**src/rtl/bist_session_manager_if.sv**
```systemverilog
// Host-side handshake bundle for bist_session_manager: start/abort in, status and verdict out.
// Latency: none (wires only).
// Backpressure: none; start is sampled only while the manager is idle, so the host just holds or pulses it.
// Ports: start, abort (host -> manager); busy, done, pass, fail, timeout, captured_sig, session_count
//        (manager -> host). With BIST_STICKY_FAIL_EN defined, sticky_fail and fail_count are also present.
interface bist_session_manager_if #(
  parameter int SIG_WIDTH = 4,
  parameter int CNT_WIDTH = 8
);
  logic                 start;
  logic                 abort;
  logic                 busy;
  logic                 done;
  logic                 pass;
  logic                 fail;
  logic                 timeout;
  logic [SIG_WIDTH-1:0] captured_sig;
  logic [CNT_WIDTH-1:0] session_count;
`ifdef BIST_STICKY_FAIL_EN
  logic                 sticky_fail;
  logic [CNT_WIDTH-1:0] fail_count;

  modport master (output start, abort,
                  input  busy, done, pass, fail, timeout, captured_sig, session_count,
                         sticky_fail, fail_count);
  modport slave  (input  start, abort,
                  output busy, done, pass, fail, timeout, captured_sig, session_count,
                         sticky_fail, fail_count);
`else
  modport master (output start, abort,
                  input  busy, done, pass, fail, timeout, captured_sig, session_count);
  modport slave  (input  start, abort,
                  output busy, done, pass, fail, timeout, captured_sig, session_count);
`endif
endinterface

```
**src/rtl/bist_session_manager.sv**
```systemverilog
// Sequences one BIST session (clear, run, settle, evaluate, report) and returns a pass/fail/timeout verdict.
// Latency: start accepted to done = 1 + CLEAR_CYCLES + N_run + 3 cycles; a timeout reports after TIMEOUT_CYCLES RUN cycles.
// Backpressure: none; start while busy is dropped (no queuing), abort returns to IDLE at the next edge.
// Ports: clock, reset (sync, active-high); host (bist_session_manager_if.slave: start/abort/busy/done/verdict/counters);
//        finish, signature, fault_detected from the BIST engine; bist_reset, testmode to the BIST engine.
// Option: define BIST_STICKY_FAIL_EN to add sticky_fail and a saturating fail_count on the host interface.
module bist_session_manager #(
  parameter int                   SIG_WIDTH      = 4,
  parameter logic [SIG_WIDTH-1:0] GOLDEN_SIG     = 4'b0011,
  parameter int                   CLEAR_CYCLES   = 2,
  parameter int                   TIMEOUT_CYCLES = 16,
  parameter int                   CNT_WIDTH      = 8
) (
  input  logic                   clock,
  input  logic                   reset,
  bist_session_manager_if.slave  host,
  input  logic                   finish,
  input  logic [SIG_WIDTH-1:0]   signature,
  input  logic                   fault_detected,
  output logic                   bist_reset,
  output logic                   testmode
);

  // One shared phase counter serves both CLEAR and RUN; it restarts on every state change.
  localparam int MAX_PHASE = (TIMEOUT_CYCLES > CLEAR_CYCLES) ? TIMEOUT_CYCLES : CLEAR_CYCLES;
  localparam int CW        = $clog2(MAX_PHASE + 1);

  typedef enum logic [2:0] {
    S_IDLE, S_CLEAR, S_RUN, S_SETTLE, S_EVAL, S_REPORT
  } state_t;

  state_t               state_q, state_d;
  logic [CW-1:0]        cnt_q;
  logic                 done_c;
  logic                 timeout_hit;
  logic                 abort_act;
  logic                 start_acc;
  logic                 eval_now;
  logic                 bad;
  logic                 pass_q, fail_q, timeout_q;
  logic [SIG_WIDTH-1:0] captured_q;
  logic [CNT_WIDTH-1:0] session_q;

  assign abort_act = host.abort && (state_q != S_IDLE);
  assign start_acc = (state_q == S_IDLE) && host.start && !host.abort;
  assign eval_now  = (state_q == S_EVAL) && !abort_act;
  assign bad       = (signature != GOLDEN_SIG) || fault_detected;

  always_ff @(posedge clock) begin
    if (reset) begin
      state_q <= S_IDLE;
      cnt_q   <= '0;
    end else begin
      state_q <= state_d;
      if (state_d != state_q)
        cnt_q <= '0;
      else if (state_q == S_CLEAR || state_q == S_RUN)
        cnt_q <= cnt_q + 1'b1;
    end
  end

  always_comb begin
    state_d     = state_q;
    bist_reset  = 1'b1;
    testmode    = 1'b0;
    done_c      = 1'b0;
    timeout_hit = 1'b0;
    unique case (state_q)
      S_IDLE:   if (start_acc) state_d = S_CLEAR;
      S_CLEAR:  if (cnt_q == CW'(CLEAR_CYCLES - 1)) state_d = S_RUN;
      S_RUN: begin
        bist_reset = 1'b0;
        testmode   = 1'b1;
        // finish on the final counted cycle still wins over the timeout
        if (finish) begin
          state_d = S_SETTLE;
        end else if (cnt_q == CW'(TIMEOUT_CYCLES - 1)) begin
          timeout_hit = 1'b1;
          state_d     = S_REPORT;
        end
      end
      // engine registers fault_detected one cycle after finish; keep it running
      S_SETTLE: begin
        bist_reset = 1'b0;
        testmode   = 1'b1;
        state_d    = S_EVAL;
      end
      S_EVAL: begin
        bist_reset = 1'b0;
        testmode   = 1'b1;
        state_d    = S_REPORT;
      end
      S_REPORT: begin
        done_c  = 1'b1;
        state_d = S_IDLE;
      end
      default:  state_d = S_IDLE;
    endcase
    // abort overrides everything in the same cycle: engine parked, no report
    if (abort_act) begin
      state_d     = S_IDLE;
      bist_reset  = 1'b1;
      testmode    = 1'b0;
      done_c      = 1'b0;
      timeout_hit = 1'b0;
    end
  end

  always_ff @(posedge clock) begin
    if (reset) begin
      pass_q     <= 1'b0;
      fail_q     <= 1'b0;
      timeout_q  <= 1'b0;
      captured_q <= '0;
      session_q  <= '0;
    end else if (start_acc || abort_act) begin
      // an aborted session leaves the verdict in its cleared state
      pass_q    <= 1'b0;
      fail_q    <= 1'b0;
      timeout_q <= 1'b0;
    end else if (eval_now) begin
      captured_q <= signature;
      pass_q     <= ~bad;
      fail_q     <= bad;
    end else if (timeout_hit) begin
      fail_q    <= 1'b1;
      timeout_q <= 1'b1;
    end else if (state_q == S_REPORT) begin
      session_q <= session_q + 1'b1;
    end
  end

`ifdef BIST_STICKY_FAIL_EN
  logic                 sticky_q;
  logic [CNT_WIDTH-1:0] fail_cnt_q;
  logic                 fail_set;

  assign fail_set = (eval_now && bad) || timeout_hit;

  always_ff @(posedge clock) begin
    if (reset) begin
      sticky_q   <= 1'b0;
      fail_cnt_q <= '0;
    end else if (fail_set) begin
      sticky_q <= 1'b1;
      if (fail_cnt_q != {CNT_WIDTH{1'b1}})
        fail_cnt_q <= fail_cnt_q + 1'b1;
    end
  end

  assign host.sticky_fail = sticky_q;
  assign host.fail_count  = fail_cnt_q;
`else
  // without the sticky option, fail reflects only the latest session
`endif

  assign host.busy          = (state_q != S_IDLE);
  assign host.done          = done_c;
  assign host.pass          = pass_q;
  assign host.fail          = fail_q;
  assign host.timeout       = timeout_q;
  assign host.captured_sig  = captured_q;
  assign host.session_count = session_q;

endmodule

```
**src/flat_wrapper.sv**
```systemverilog
// flat-port wrapper written by rule: the top's interface ports become plain ports
module bist_session_manager_flat 
#(
  parameter int                   SIG_WIDTH      = 4,
  parameter logic [SIG_WIDTH-1:0] GOLDEN_SIG     = 4'b0011,
  parameter int                   CLEAR_CYCLES   = 2,
  parameter int                   TIMEOUT_CYCLES = 16,
  parameter int                   CNT_WIDTH      = 8
)
  (clock, reset, finish, signature, fault_detected, bist_reset, testmode, host_start, host_abort, host_busy, host_done, host_pass, host_fail, host_timeout, host_captured_sig, host_session_count);
  bist_session_manager_if #(.SIG_WIDTH(SIG_WIDTH), .CNT_WIDTH(CNT_WIDTH)) host_i ();
  input  logic clock;
  input  logic reset;
  input  logic finish;
  input  logic [SIG_WIDTH-1:0] signature;
  input  logic fault_detected;
  output logic bist_reset;
  output logic testmode;
  input wire logic [$bits(host_i.start)-1:0] host_start;
  input wire logic [$bits(host_i.abort)-1:0] host_abort;
  output wire logic [$bits(host_i.busy)-1:0] host_busy;
  output wire logic [$bits(host_i.done)-1:0] host_done;
  output wire logic [$bits(host_i.pass)-1:0] host_pass;
  output wire logic [$bits(host_i.fail)-1:0] host_fail;
  output wire logic [$bits(host_i.timeout)-1:0] host_timeout;
  output wire logic [$bits(host_i.captured_sig)-1:0] host_captured_sig;
  output wire logic [$bits(host_i.session_count)-1:0] host_session_count;
  assign host_i.start = host_start;
  assign host_i.abort = host_abort;
  assign host_busy = host_i.busy;
  assign host_done = host_i.done;
  assign host_pass = host_i.pass;
  assign host_fail = host_i.fail;
  assign host_timeout = host_i.timeout;
  assign host_captured_sig = host_i.captured_sig;
  assign host_session_count = host_i.session_count;
  bist_session_manager #(.SIG_WIDTH(SIG_WIDTH), .GOLDEN_SIG(GOLDEN_SIG), .CLEAR_CYCLES(CLEAR_CYCLES), .TIMEOUT_CYCLES(TIMEOUT_CYCLES), .CNT_WIDTH(CNT_WIDTH)) u_core (.clock(clock), .reset(reset), .host(host_i), .finish(finish), .signature(signature), .fault_detected(fault_detected), .bist_reset(bist_reset), .testmode(testmode));
endmodule
```
**config.mk**
```make
export PLATFORM = sky130hd
export DESIGN_NAME = bist_session_manager_flat
export DESIGN_NICKNAME = d
export VERILOG_FILES = /design/src/rtl/bist_session_manager_if.sv /design/src/rtl/bist_session_manager.sv /design/src/flat_wrapper.sv
export SDC_FILE = /design/constraint.sdc
export NUM_CORES = 1
export LEC_CHECK = 0
export ABC_AREA = 1
export CAP_MARGIN = 5
export CORE_MARGIN = 8
export CORE_UTILIZATION = 44
export CTS_CLUSTER_DIAMETER = 200
export DETAILED_ROUTE_END_ITERATION = 8
export HOLD_SLACK_MARGIN = 0.1
export PLACE_DENSITY_LB_ADDON = 0.1
export SYNTH_ARGS = -nofsm -noshare
export SYNTH_HDL_FRONTEND = slang
export SYNTH_SLANG_ARGS = --single-unit
```
**constraint.sdc**
```tcl
create_clock -name clock -period 1.5 [get_ports clock]
set_input_delay 0.375 -clock clock [delete_from_list [all_inputs] [get_ports clock]]
set_output_delay 0.375 -clock clock [all_outputs]
set_load 0.03 [all_outputs]
```
Yosys cells after proc, flatten, opt, wreduce, memory -nomap -nowiden
Index checks and enable logic that the tools add are counted.
W data, S select, Z words.
- flip-flop bits (word level): 23
- output and inout bits: 19
- bits of input ports: 10
- logic and storage cells: 58
- reduce and logical (&&, ||, !) cells: 18
- bitwise operators: 4
- add/subtract/negate cells: 2
- mux-type cells: 18
- equal/unequal tests: 9
- operator list (cell ; count):
    $mux W3 ; 5
    $pmux W3 S5 ; 1
    $mux W1 ; 12
    $add A8 B1 Y8 const B ; 1
    $eq A3 B2 Y1 const B ; 2
    $eq A3 B3 Y1 const B ; 2
    $add A5 B1 Y5 const B ; 1
    $eq A5 B1 Y1 const B ; 1
    $eq A5 B4 Y1 const B ; 1
    $logic_and A1 B1 Y1 ; 4
    $ne A4 B2 Y1 const B ; 1
    $not A1 Y1 ; 4
    $reduce_and A2 Y1 ; 2
    $reduce_and A4 Y1 ; 1
    $reduce_or A2 Y1 ; 2
    $eq A3 B1 Y1 const B ; 1
    $logic_not A3 Y1 ; 1
    $logic_or A1 B1 Y1 ; 3
    $ne A3 B3 Y1 ; 1
    $reduce_bool A3 Y1 ; 1
    $reduce_or A3 Y1 ; 1
    $logic_not A1 Y1 ; 2
    $reduce_bool A2 Y1 ; 1

Depth between registers and ports, before layout
Gate-level depths: netlist (run 1).
- word-level depth: 8
- gate-level depth with buffers: 13

Least setup slack after synthesis (run 1)
Ideal clock, no wire load.
- path type: reg-to-output
- start: register u_core.state_q[0]
- end: output port testmode
- setup slack: -0.371 ns
- data arrival time: 1.496 ns
- cell stages (with the launch flop): 6
- path buffers: 0
- path through: dfxtp_1 -> nor2_2 -> nand2_1 -> nor2_2 -> a21oi_1 -> inv_1
- cells in the longest elaborated chain, start to end: 4
- elaborated cells on any way between the ends: 8
- ends and longest elaborated chain (element ; line ; source):
    start, declared ; bist_session_manager.sv:32 ; state_t state_q, state_d;
    start signal, assigned ; bist_session_manager.sv:54 ; state_q <= state_d;
    $eq A3 B2 Y1 / $eq A3 B3 Y1 (equally long branches) ; bist_session_manager.sv:68 ; unique case (state_q)
    $reduce_or A3 Y1 (no line) ; n/a ;
    $mux W1 ; bist_session_manager.sv:68 ;
    $mux W1 (*) ; bist_session_manager.sv:100 ; if (abort_act) begin
    end, declared ; flat_wrapper.sv:18 ; output logic testmode;
Mark *: on every way between the ends. The rest lies on a longest branch, timed or not.

Worst setup path after layout (run 1)
- start: register u_core.state_q[1]
- end: output port testmode
Same word-level chain as after synthesis.

==> results of run 1 <==
==> per-stage QoR <==
step / power [mW] / std cells / worst slack, ps / TNS [ps]
2_1_floorplan: 0.737 / 172 / -17.8 / -17.8
4_1_cts: 1.11 / 261 / -120 / -801
3_3_place_gp: 0.806 / 251 / -263 / -4510
6_report: 1.12 / 264 / -114 / -788
5_1_grt: 1.17 / 264 / -223 / -1760
3_5_place_dp: 0.812 / 251 / -314 / -5280
==> layout make-up <==
class                   instances  area [um^2]  share of cell area (%)
repair buffers                 59          499                    26.1
inverters                      28          116                    6.09
clock inverters                 1         5.00                   0.262
well taps                      31         38.8                    2.03
multi-input cells             119          754                    39.5
clock buffers                   3         22.5                    1.18
flip-flops and latches         23          474                    24.8
==> registers in the layout, indices dropped and copies added, names as in the netlist <==
signal and count:
u_core.host.pass 1, u_core.state_q 3, u_core.host.captured_sig 4, u_core.host.fail 1, u_core.host.session_count 8, u_core.cnt_q 5
u_core.host.timeout 1
==> power breakdown <==
| part | leakage, nW | switching (mW) | internal, mW |
|---|---|---|---|
| clock | 0.0177 | 0.183 | 0.0993 |
| sequential | 0.189 | 0.00665 | 0.614 |
| combinational | 0.653 | 0.118 | 0.0982 |
| total | 0.859 | 0.308 | 0.811 |
==> worst max-delay path: stages, from the launching register on <==
cell	delay, ps
dfxtp_4	390
nor2_4	100
nand2_2	90
nor2_4	130
a21oi_4	50
inv_2	60
buf_6	120
==> repair_timing <==
item,in CTS,in global routing
setup endpoints to repair,24,16
setup buffers,6,4
resized for setup,41,23
pin swaps,4,8
==> cells in the mapped netlist, types with 2 or more instances <==
library cell,count,area share (%)
nor3_2,5,4.1
nand2_1,37,11
a21oi_1,10,4.1
inv_2,4,1.2
nand3_2,2,1.6
nand3_1,8,3.3
o21ai_0,10,4.1
ha_1,4,4.1
nor2_1,19,5.8
nor2_2,2,1.0
dfxtp_1,23,38
xor2_1,2,1.4
nor3_1,6,2.4
xnor2_1,2,1.4
nand4_1,2,1.0
inv_1,23,7.0
nand2_2,2,1.0
==> cells by family (layout without fill, tap and decap cells) <==
| logic type | Yosys count | count (layout) | synth area share [%] |
|---|---|---|---|
| AND/OR/NAND/NOR | 87 | 87 | 35.6 |
| buffers and inverters | 30 | 91 | 9.28 |
| flip-flops | 23 | 23 | 37.6 |
| AO/OA/AOI/OAI | 24 | 24 | 10.6 |
| XOR/XNOR | 4 | 4 | 2.86 |
| adder cells (fa/ha/maj) | 4 | 4 | 4.08 |
==> worst max-delay path by stage <==
| stage | startpoint | end | slack [ps] | cells past startpoint |
|---|---|---|---|---|
| 2_1_floorplan | u_core.cnt_q[0]$_SDFFE_PP0P_ | u_core.cnt_q[0]$_SDFFE_PP0P_ | -20 | 11 |
| 3_3_place_gp | host_abort | u_core.cnt_q[3]$_SDFFE_PP0P_ | -260 | 8 |
| 3_5_place_dp | host_abort | u_core.host.session_count[3]$_SDFFE_PP0P_ | -310 | 7 |
| 4_1_cts | u_core.cnt_q[0]$_SDFFE_PP0P_ | u_core.cnt_q[1]$_SDFFE_PP0P_ | -120 | 12 |
| 5_1_grt | u_core.cnt_q[0]$_SDFFE_PP0P_ | u_core.cnt_q[1]$_SDFFE_PP0P_ | -220 | 13 |
| 6_report | u_core.state_q[1]$_SDFF_PP0_ | testmode | -110 | 6 |
==> routing by layer <==
| layer | GRT usage (%) | vias up | wire, um |
|---|---|---|---|
| met5 | 0 | - | 0 |
| met2 | 25.4 | 38 | 1760 |
| li1 | - | 678 | - |
| met1 | 16.4 | 619 | 1510 |
| met3 | 2.75 | 4 | 191 |
| met4 | 4.51 | 0 | 24 |
==> impl_metrics.yaml, run 1 <==
route:
  drtIter0Drc: 106
  viasPerCell: 5.07
  drc: 0
  dr.pass1.iters: 4
  avgRoutedWirePerCell_um: 13.2
  ant_nets: 0
  routed_wl_um: 3480
  num_vias: 1339
critical_path:
  crit_arrival_ps: 1240
  worstSetupEndpointType: "primary output"
  cp-start-kind: "register"
  crit_fanout: 3
  crit_type: "reg2out"
  crit_required_ps: 1120
  regToRegSetupSlack_ps: -110
  rr_worst_depth: 11
  r2r-start: "u_core.cnt_q[0]$_SDFFE_PP0P_"
  worst_r2r_endpoint: "u_core.cnt_q[4]$_SDFFE_PP0P_"
die:
  die_area_um2: 4730
  ios: 29
  die_h_um: 68.8
  num_rows: 19
  die_w_um: 68.8
  coreArea_um2: 2710
  initial_core_util_pct: 45.2
synthesis:
  avgSynthCellArea_um2: 7.13
  ys_seq_area_share_pct: 37.6
  yosysWarnings: 0
  synthFlopType: "dfxtp_1"
  yosysUniqueCellTypes: 28
  syn_nets: 186
  syn_inst: 172
  synth_seq_cells: 23
  synth_edf_count: 0
  synthArstFlopShare_pct: 0
  syn-cell-area_um2: 1230
global_routing:
  grt-ovfl-total: 0
  grt_start_max_net_pins: 14
  grt_pass1_wl_um: 5290
  grt_usage_pct: 14.1
  antenna_found_initial: 0
  grt_pass1_vias: 1292
power:
  p_leak_nw: 0.859
  vdd.ir_drop.worst_v: 0.000541
  power_per_cell_area_nw_per_um2: 586
sta:
  relSlewSlack_pct: 79.2
  rsz0062_at_grt: "yes"
  whs_ps: 456
  setup_viol: 9
  period_minus_slack_ps: 1610
  period_share_pct: 108
  finClkSkew_ps: 3.99
  worst_pin_slew_ps: 313
  finalHoldViolCount: 0
  max_freq_mhz: 620
  maxSlewViolCount: 0
  fin_ws_ps: -114
job:
  cap_violations: 0
placed_design:
  hpwlAfterDp_um: 2460
  gp_congestion: 0.890
  place.port_buffers: 28
  placed_area_um2: 1710
cts:
  cts_tree: "built"
  clock-root-buffer: "clkbuf_4"
  holdBufCountCts: 0
  htree_levels: 1
  clock-sinks: 23
  cts_inserted_buffers: 3
  insertion_delay_ps: 300
  path_clk_slew_ps: 130
  cts_max_path_buffers: 2
finish:
  final_util_pct: 70.5
  finish.instance_area_um2: 1910
  final_nets: 248
  drive_gt1_share_pct: 39.1
  final_cell_mix: "30 x buf_4, 26 x nand2_1, 19 x inv_1"
  syn_to_final_growth_pct: 55.8
  fill_cells: 230
  n_antenna_cell: 0
  final_common_cell: "buf_4"
worst_hold_path:
  hold_path_end: "u_core.host.timeout$_SDFFE_PP0P_"
  hold_depth: 2
  holdCritPathClass: "reg2reg"
  hold_start: "u_core.host.timeout$_SDFFE_PP0P_"
outcome:
  status: "complete, but fails checks"
  violations: "setup timing"
Note: power is estimated with default switching activity, not from simulation.
==> inputs of run 2 (changes only) <==
--- a/config.mk
+++ b/config.mk
@@ -5,7 +5,6 @@
 export SDC_FILE = /design/constraint.sdc
 export NUM_CORES = 1
 export LEC_CHECK = 0
-export ABC_AREA = 1
 export CAP_MARGIN = 5
 export CORE_MARGIN = 8
 export CORE_UTILIZATION = 44
==> run 2 against run 1 <==
Against the previous run: the flow still finishes with violations (setup timing); power is 8.9% higher; largest power group unchanged; synthesized cell count fell by 17%; largest cell class unchanged; via count fell by 13%; count of clock-buffer cells in the layout rose by 1; highest routed layer unchanged.
==> impl_metrics.yaml, run 2 <==
placed_design:
  pre_cts_ws_ps: -450
  placed_area_um2: 1740
  hpwlAfterDp_um: 2410
  gp_congestion: 0.887
  place.port_buffers: 28
  place_inst: 218
synthesis:
  ys_seq_area_share_pct: 37.2
  avgSynthCellArea_um2: 8.72
  yosys-top-cells-count: "23 x dfxtp_1, 19 x nor2_1, 13 x nand2_1"
  synthArstFlopShare_pct: 0
  syn-cell-area_um2: 1240
  yosysWarnings: 0
  synth_edf_count: 0
  yosysMostFrequentCell: "dfxtp_1"
  syn_inst: 142
  synth_top_area_share_pct: 37.2
  yosys.area.top_type: "dfxtp_1"
  synth_area_leaders: "dfxtp_1 37%, nor2_1 5.8%, xor2_1 4.2%"
  synthFlopType: "dfxtp_1"
  synth_seq_cells: 23
  syn_nets: 156
  yosysUniqueCellTypes: 41
outcome:
  status: "complete, but fails checks"
  violations: "setup timing"
sta:
  rsz0062_at_grt: "yes"
  setup_viol: 13
  maxSlewViolCount: 0
  period_minus_slack_ps: 1710
  period_share_pct: 114
  max_freq_mhz: 585
  worst_pin_slew_ps: 324
  relSlewSlack_pct: 78.4
  finalHoldViolCount: 0
  fin_ws_ps: -211
  finClkSkew_ps: 3.56
finish:
  final_common_cell: "buf_4"
  final_cell_mix: "30 x buf_4, 18 x dfxtp_1, 15 x nor2_1"
  fill_cells: 238
  largest_register_ffs: 8
  drive_gt1_share_pct: 37.4
  fin_cells: 229
  syn_to_final_growth_pct: 51.4
  n_antenna_cell: 0
  final_util_pct: 69.2
  finish.instance_area_um2: 1880
  final-seq-area_um2: 474
  final_nets: 213
  multi_input_area_um2: 816
route:
  viasPerCell: 5.09
  num_vias: 1165
  ant_nets: 0
  routed_wl_um: 3120
  dr.pass1.iters: 4
  drtIter0Drc: 27
  drc: 0
  avgRoutedWirePerCell_um: 13.6
die:
  initial_core_util_pct: 45.7
  die_w_um: 69.1
  num_rows: 19
  die_area_um2: 4770
  coreArea_um2: 2710
  ios: 29
  die_h_um: 69.1
critical_path:
  max_stage_delay_ps: 380
  crit_arrival_ps: 1900
  crit_type: "reg2reg"
  cpMostUsedCell: "ha_4"
  crit_fanout: 5
  worstSetupEndpointType: "register"
  cp-start-kind: "register"
  slowest_stage: "dfxtp_2"
  cp_cell_sequence: "ha_4, and3_4, ha_4, nor2_2, or3_4, a32oi_4, a2111oi_2"
  crit_required_ps: 1690
global_routing:
  grt_pass1_wl_um: 5210
  grt_usage_pct: 12.6
  antenna_found_initial: 0
  grt_pass1_vias: 1180
  grt_start_max_net_pins: 17
  grt-ovfl-total: 0
power:
  vdd.ir_drop.worst_v: 0.000436
  comb_power_share_pct: 24.3
  p_leak_nw: 0.768
  p_seq_share_pct: 53.0
  total_power_mw: 1.22
  p_clk_share_pct: 22.7
  power_per_cell_area_nw_per_um2: 650
  internal_power_mw: 0.880
  p_sw_share_pct: 27.8
  netSwitchingPower_mw: 0.339
cts:
  clock-sinks: 23
  htree_levels: 1
  cts_inserted_buffers: 3
  cts_max_path_buffers: 2
  insertion_delay_ps: 300
  clock-root-buffer: "clkbuf_4"
  path_clk_slew_ps: 120
  cts_tree: "built"
worst_hold_path:
  holdCritPathClass: "reg2reg"
job:
  cap_violations: 0
run 2: changes by cell type after synthesis, moves of 4 or more:
cell	previous run	this run
a21oi_1	10	5
inv_1	23	4
inv_2	4	0
nand2_1	37	13
nor3_2	5	0
nor3_1	6	10
xor2_1	2	6
o21ai_0	10	2
run 2: layout make-up:
class                   count  area share [%]
well taps                  31            2.07
repair buffers             60            27.0
clock buffers               4            1.40
inverters                   4           0.801
multi-input cells         107            43.5
flip-flops and latches     23            25.3
run 2: repair_timing:
| item | CTS | global route |
|---|---|---|
| gates resized for setup | 37 | 12 |
| hold buffers | 0 | 0 |
| buffers inserted | 6 | 1 |
| setup endpoints to repair | 31 | 25 |
| pin swaps | 9 | 2 |
run 2: power by group through the flow:
stage	Clock, mW	Combinational, mW	Sequential (mW)
after floorplan	0	0.162	0.656
after global placement	0	0.254	0.660
after detailed placement	0	0.264	0.660
after CTS	0.296	0.292	0.644
after global routing	0.323	0.319	0.650
final	0.277	0.296	0.646
run 2: kinds of logic (layout without fill, tap and decap cells):
logic type,after synthesis,count (layout),synth area share [%]
AND/OR/NAND/NOR,73,73,32.3
flip-flops,23,23,37.2
XOR/XNOR,11,11,8.38
multiplexers,1,1,0.808
buffers and inverters,12,68,4.95
adder cells (fa/ha/maj),4,4,4.04
AO/OA/AOI/OAI,18,18,12.3
run 2: path summary, 6_finish.rpt:
kind / from / end / slack (ps) / cells after the start
hold reg to reg: u_core.host.captured_sig[2]$_SDFFE_PP0P_ / u_core.host.captured_sig[2]$_SDFFE_PP0P_ / 460 / 2
setup reg to reg: u_core.cnt_q[1]$_SDFFE_PP0P_ / u_core.cnt_q[1]$_SDFFE_PP0P_ / -210 / 7
setup / recovery: u_core.cnt_q[1]$_SDFFE_PP0P_ / u_core.cnt_q[1]$_SDFFE_PP0P_ / -210 / 7
hold / removal: u_core.host.captured_sig[2]$_SDFFE_PP0P_ / u_core.host.captured_sig[2]$_SDFFE_PP0P_ / 460 / 2
run 2: worst max-delay path: cells and delay by family, from the launching register on:
family | cells | cell delay [ps]
and+or+nand+nor | 3 | 570
AOI/OAI and AO/OA | 2 | 390
DFF | 1 | 380
adders and majority gates | 2 | 270
run 2: per-layer routing:
| layer | vias up | wire, um | global-route usage [%] |
|---|---|---|---|
| met2 | 24 | 1500 | 21.6 |
| met3 | 2 | 182 | 4.72 |
| met5 | - | 0 | 0 |
| li1 | 605 | - | - |
| met4 | 0 | 19 | 4.10 |
| met1 | 534 | 1420 | 13.8 |
run 2: stage by stage:
stage	setup TNS (ps)	hold WS, ps
after detailed placement	-7750	451
after floorplan	-499	511
after global routing	-2920	496
after CTS	-1790	466
after global placement	-6890	442
final	-1780	462
